==> config.mk <==
export PLATFORM = sky130hd
export DESIGN_NAME = decode_stage
export DESIGN_NICKNAME = d
export VERILOG_FILES = /design/src/rtl/decode_stage_pkg.sv /design/src/rtl/decode_stage_regfile_bypass.sv /design/src/rtl/decode_stage.sv
export SDC_FILE = /design/constraint.sdc
export NUM_CORES = 1
export LEC_CHECK = 0
export CORE_UTILIZATION = 48
export DETAILED_ROUTE_END_ITERATION = 8
export HOLD_SLACK_MARGIN = 0.05
export PLACE_DENSITY = 0.76
export RECOVER_POWER = 50
export SLEW_MARGIN = 40
export SYNTH_ARGS = -nofsm -noshare
export SYNTH_HDL_FRONTEND = slang
export SYNTH_HIERARCHICAL = 1
export SYNTH_SLANG_ARGS = --single-unit
==> constraint.sdc <==
create_clock -name clk -period 2.1 [get_ports clk]
set_input_delay 0.42 -clock clk [delete_from_list [all_inputs] [get_ports clk]]
set_output_delay 0.42 -clock clk [all_outputs]
set_load 0.03 [all_outputs]
==> src/rtl/decode_stage_pkg.sv <==
// Shared ISA constants, destination-select encodings and decode-stage types.
// Imported by the register file and the decode stage itself.
package decode_stage_pkg;

  localparam int DW   = 16;
  localparam int NREG = 8;
  localparam int RW   = 3;

  localparam int RS_HI = 10;
  localparam int RS_LO = 8;
  localparam int RT_HI = 7;
  localparam int RT_LO = 5;
  localparam int RD_HI = 4;
  localparam int RD_LO = 2;

  localparam logic [RW-1:0] R7 = 3'd7;

  typedef enum logic [1:0] {
    DST_RD = 2'b00,
    DST_RT = 2'b01,
    DST_RS = 2'b10,
    DST_R7 = 2'b11
  } reg_dst_e;

  typedef enum logic {
    ST_RUN    = 1'b0,
    ST_HALTED = 1'b1
  } state_e;

  // One in-flight writer: slot0 tracks EX, slot1 tracks MEM.
  typedef struct packed {
    logic          valid;
    logic [RW-1:0] rg;
  } slot_t;

  typedef struct packed {
    state_e state;
    slot_t  slot0;
    slot_t  slot1;
  } dbg_t;

  function automatic logic slot_hit(slot_t s, logic [RW-1:0] r);
    return s.valid && (s.rg == r);
  endfunction

endpackage

==> src/rtl/decode_stage_regfile_bypass.sv <==
// 8x16 register file, two combinational read ports, one write port.
// A same-cycle writeback to the read index is returned directly.
module regfile_bypass
  import decode_stage_pkg::*;
(
  input  logic          clk,
  input  logic          rst,
  input  logic [RW-1:0] ra1,
  input  logic [RW-1:0] ra2,
  input  logic          wb_en,
  input  logic [RW-1:0] wb_reg,
  input  logic [DW-1:0] wb_data,
  output logic [DW-1:0] rd1,
  output logic [DW-1:0] rd2
);

  logic [DW-1:0] regs [NREG];

  always_ff @(posedge clk) begin
    if (rst) begin
      for (int i = 0; i < NREG; i++) regs[i] <= '0;
    end else if (wb_en) begin
      regs[wb_reg] <= wb_data;
    end
  end

  assign rd1 = (wb_en && (wb_reg == ra1)) ? wb_data : regs[ra1];
  assign rd2 = (wb_en && (wb_reg == ra2)) ? wb_data : regs[ra2];

endmodule

==> src/rtl/decode_stage.sv <==
// Decode stage: register read with WB bypass, immediate extension, and a
// two-slot scoreboard that stalls IF/ID on RAW hazards (no forwarding).
module decode_stage
  import decode_stage_pkg::*;
(
  input  logic          clk,
  input  logic          rst,
  input  logic [DW-1:0] instr,
  input  logic          instr_valid,
  input  logic          use_rs,
  input  logic          use_rt,
  input  logic [1:0]    RegDst,
  input  logic          RegWrt_in,
  input  logic          ZeroExt,
  input  logic          halt_in,
  input  logic          flush,
  input  logic          mem_stall,
  input  logic          wb_en,
  input  logic [RW-1:0] wb_reg,
  input  logic [DW-1:0] wb_data,
  output logic [DW-1:0] ReadData1,
  output logic [DW-1:0] ReadData2,
  output logic [DW-1:0] fourExtend,
  output logic [DW-1:0] sevenExtend,
  output logic [DW-1:0] shifted,
  output logic [DW-1:0] word_align_jump,
  output logic [RW-1:0] write_reg,
  output logic          SendNOP,
  output logic          stall,
  output logic          halted,
  output dbg_t          dbg
);

  logic [RW-1:0] rs, rt, rd;
  slot_t         slot0, slot1;
  state_e        state, state_nxt;
  logic          hz, issue;

  assign rs = instr[RS_HI:RS_LO];
  assign rt = instr[RT_HI:RT_LO];
  assign rd = instr[RD_HI:RD_LO];

  regfile_bypass u_rf (
    .clk     (clk),
    .rst     (rst),
    .ra1     (rs),
    .ra2     (rt),
    .wb_en   (wb_en),
    .wb_reg  (wb_reg),
    .wb_data (wb_data),
    .rd1     (ReadData1),
    .rd2     (ReadData2)
  );

  always_comb begin
    write_reg = rd;
    case (reg_dst_e'(RegDst))
      DST_RD:  write_reg = rd;
      DST_RT:  write_reg = rt;
      DST_RS:  write_reg = rs;
      DST_R7:  write_reg = R7;
      default: write_reg = rd;
    endcase
  end

  assign fourExtend      = ZeroExt ? {11'b0, instr[4:0]} : {{11{instr[4]}}, instr[4:0]};
  assign sevenExtend     = ZeroExt ? {8'b0, instr[7:0]}  : {{8{instr[7]}}, instr[7:0]};
  assign shifted         = {8'h00, instr[7:0]};
  assign word_align_jump = {{5{instr[10]}}, instr[10:0]};

  // Contract with IF/ID and ID/EX: stall holds IF/ID and the PC; SendNOP makes
  // ID/EX capture a bubble. An instruction moves on only when issue is high.
  always_comb begin
    hz = instr_valid &&
         ((use_rs && (slot_hit(slot0, rs) || slot_hit(slot1, rs))) ||
          (use_rt && (slot_hit(slot0, rt) || slot_hit(slot1, rt))));
    issue   = instr_valid && !hz && !flush && (state == ST_RUN) && !rst;
    SendNOP = !issue || rst;
    stall   = !rst && ((state == ST_HALTED) || (hz && !flush));
    halted  = !rst && (state == ST_HALTED);
  end

  always_comb begin
    state_nxt = state;
    case (state)
      ST_RUN:    if (issue && halt_in && !mem_stall) state_nxt = ST_HALTED;
      ST_HALTED: if (flush && !mem_stall)            state_nxt = ST_RUN;
      default:   state_nxt = ST_RUN;
    endcase
  end

  always_ff @(posedge clk) begin
    if (rst) state <= ST_RUN;
    else     state <= state_nxt;
  end

  // Wrong-path or stalled instructions enter EX as bubbles, so slot0 is invalid.
  always_ff @(posedge clk) begin
    if (rst) begin
      slot0 <= '0;
      slot1 <= '0;
    end else if (!mem_stall) begin
      slot1 <= slot0;
      slot0 <= '{valid: issue && RegWrt_in, rg: write_reg};
    end
  end

  assign dbg = '{state: state, slot0: slot0, slot1: slot1};

endmodule

==> impl_metrics.env <==
export IMPL_outcome="complete, but fails checks"
export IMPL_violations="negative setup slack"
export IMPL_drv_slew=0
export IMPL_num_antenna_cells=0
export IMPL_setup_viol=129
export IMPL_worstPathBufferInverterCount=1
export IMPL_avgRoutedWirePerCell_um=23.8
export IMPL_most_common_layout_cells="edfxtp_1, and2_1, buf_4, mux4_2, mux2_4"
export IMPL_fp_dieH_um=135
export IMPL_worstPathCellList="mux4_2 -> mux2_4 -> mux2_4 -> buf_6"
export IMPL_io_buffer_count=135
export IMPL_coreArea_mm2=0.0173
export IMPL_switchingPower_mw=2.17
export IMPL_comb_power_share_pct=23.3
export IMPL_clock_latency_ps=430
export IMPL_fin_crit_sh_pct=118
export IMPL_dr_pass1_iters=7
export IMPL_power_frac_seq_pct=38.6
export IMPL_synthesis_area_mm2=0.00852
export IMPL_clock_skew_ps=4.58
export IMPL_track_usage_pct=26.5
export IMPL_regArea_mm2=0.00403
export IMPL_internal_power_mw=6.28
export IMPL_fmax_mhz=403
export IMPL_hp_class="in -> reg"
export IMPL_synthTopCellsByArea="edfxtp_1, mux4_1, and2_1"
export IMPL_synth_seq_cells=137
export IMPL_htreeDepth=4
export IMPL_slowest_delay_ps=520
export IMPL_cts_hold_buffers_added=0
export IMPL_grt_first_pass_wirelength_mm=34.5
export IMPL_rr_worst_depth=6
export IMPL_yosys_cell_types_count=32
export IMPL_leakagePower_nw=4.44
export IMPL_dpl_cell_count=930
export IMPL_fin_cells=986
export IMPL_vias=5674
export IMPL_synth_edf_count=128
export IMPL_critPathSlowestCell="mux4_2"
export IMPL_ant_nets=0
export IMPL_ys_warn_count=6
export IMPL_ys_flop_type="edfxtp_1"
export IMPL_cp_common_cell="mux2_4"
export IMPL_finalNetCount=796
export IMPL_startpoint_type="flop"
export IMPL_synthArstFlopShare_pct=0
export IMPL_setup_slack_ps=-381
export IMPL_grt_max_degree=21
export IMPL_routed_wl_mm=23.4
export IMPL_crit_type="reg -> out"
export IMPL_clkTransAtPathRegs_ps=60
export IMPL_grt_setup_unrepaired="yes"
export IMPL_ios=159
export IMPL_p_clk_share_pct=38.1
export IMPL_syn_avg_cell_area_um2=14.9
export IMPL_vias_per_cell=5.75
export IMPL_die_w_um=135
export IMPL_drc=0
export IMPL_drive_above_1_share_pct=46.9
export IMPL_whs_path_depth=5
export IMPL_cap_violations=0
export IMPL_cp_data_arrival_time_ps=2060
export IMPL_worst_path_stages=4
export IMPL_numCtsBuffers=17
export IMPL_critical_path_top_delay_family="multiplexers"
export IMPL_slew_limit_headroom_pct=64.7
export IMPL_worstPathRequired_ps=1680
export IMPL_die_area_mm2=0.0183
export IMPL_seq_area_frac_synth_pct=47.3
export IMPL_synth_top_area_share_pct=45.1
export IMPL_final_core_util_pct=64.9
export IMPL_hpwl_mm=14.9
export IMPL_endpoint_kind="output port"
export IMPL_power_mw=8.45
export IMPL_final_common_cell="edfxtp_1"
export IMPL_holdWs_ps=595
export IMPL_first_global_vias=5911
export IMPL_nFillCells=1241
export IMPL_crit_fanout=2
export IMPL_grt_overflow=0
export IMPL_swShare_pct=25.7
export IMPL_synth_cells=573
export IMPL_antenna_found_initial=0
export IMPL_peakVddDrop_mv=0.714
export IMPL_cts_root_buf="clkbuf_16"
export IMPL_min_delay_start="instr[10]"
export IMPL_fin_crit_ps=2480
export IMPL_initial_core_util_pct=49.2
export IMPL_yosysTopAreaCell="edfxtp_1"
export IMPL_areaGrowthSynthToFinish_pct=31.8
export IMPL_rrSetupSlack_ps=860
export IMPL_place_gp_congestion=0.801
export IMPL_reg2reg_to="dbg[7]"
export IMPL_pre_cts_slack_ps=-930
export IMPL_cts_buffer_depth=2
export IMPL_hold_viol_final=0
export IMPL_crit_reg2reg_launch="dbg[0]"
export IMPL_cts_sinks=137
export IMPL_cts_tree="yes"
export IMPL_drt_iter0_drc=481
export IMPL_multi_input_area_mm2=0.00379
export IMPL_fp_row_count=48
export IMPL_hold_end="dbg[6]"
export IMPL_max_slew_worst_pin_slew_ps=527
export IMPL_powerDensity_mw_per_mm2=753
==> metrics by stage <==
step                      setup TNS, ps  area [µm²]
final                            -15500       11200
after CTS                        -10650       11300
after floorplan                   -2710        8670
after global placement           -71900       10300
after detailed placement         -82680       10300
after global routing             -23310       11200
==> flip-flops by register name (all words and copies together), names as in the netlist <==
register	cells
dbg	8
state	1
u_rf/regs	128
==> routing by layer <==
layer / vias to the layer above / GRT usage, % / wire (µm)
met2: 349 / 44.8 / 12000
li1: 2431 / - / -
met3: 50 / 6.17 / 2170
met1: 2844 / 32.4 / 8540
met5: - / 0 / 0
met4: 0 / 12.0 / 744
==> timing repair <==
action	in CTS	in global routing
gates resized for setup	254	14
gates cloned	5	0
pin swaps	6	3
setup endpoints to repair	37	34
setup buffers	17	2
==> synth_stat cells (6+ instances only) <==
master    number
mux2i_1        7
edfxtp_1     128
mux4_1        60
clkbuf_1      21
mux2_4        11
buf_6          9
xnor2_1       18
or2_2          8
nand4_1        6
buf_4         64
and2_1       128
mux2_2        56
nor2_1        14
dfxtp_1        9
==> layout make-up <==
type / count / area share [%]
clock buffers: 18 / 3.82
multi-input cells: 346 / 33.8
repair buffers: 246 / 22.1
clock inverters: 14 / 1.82
well taps: 225 / 2.51
flip-flops and latches: 137 / 35.9
==> power groups by stage <==
stage          Combinational [mW]  Clock [mW]  Sequential (mW)
6_report                     1.97        3.22             3.26
5_1_grt                      2.06        3.34             3.27
4_1_cts                      1.98        3.22             3.25
3_5_place_dp                 1.77           0             3.29
3_3_place_gp                 1.75           0             3.27
2_1_floorplan                1.17           0             3.27
==> worst register-to-register path, cell delays in order, from the launching register on <==
cell     delay (ps)
dfxtp_2         350
xnor2_1         150
nand4_1          90
nand2_1          50
a22o_1          220
buf_4           140
o22ai_1         160
==> logic make-up after synthesis <==
group,share of synthesized area [%]
other cells,0.0440
simple gates,12.5
flops,47.3
xor+xnor,1.85
mux,29.7
compound gates,0.676
buf+inv,7.93
==> worst max path at each step <==
| stage | endpoint | slack (ps) | from |
|---|---|---|---|
| 6_report | ReadData2[12] | -380 | u_rf/regs[2][12] |
| 2_1_floorplan | ReadData1[10] | -120 | instr[8] |
| 3_3_place_gp | SendNOP | -900 | instr[7] |
| 4_1_cts | ReadData2[12] | -370 | u_rf/regs[2][12] |
| 3_5_place_dp | SendNOP | -930 | instr[7] |
| 5_1_grt | ReadData2[12] | -420 | u_rf/regs[2][12] |
Note: power is estimated with default switching activity, not from simulation.
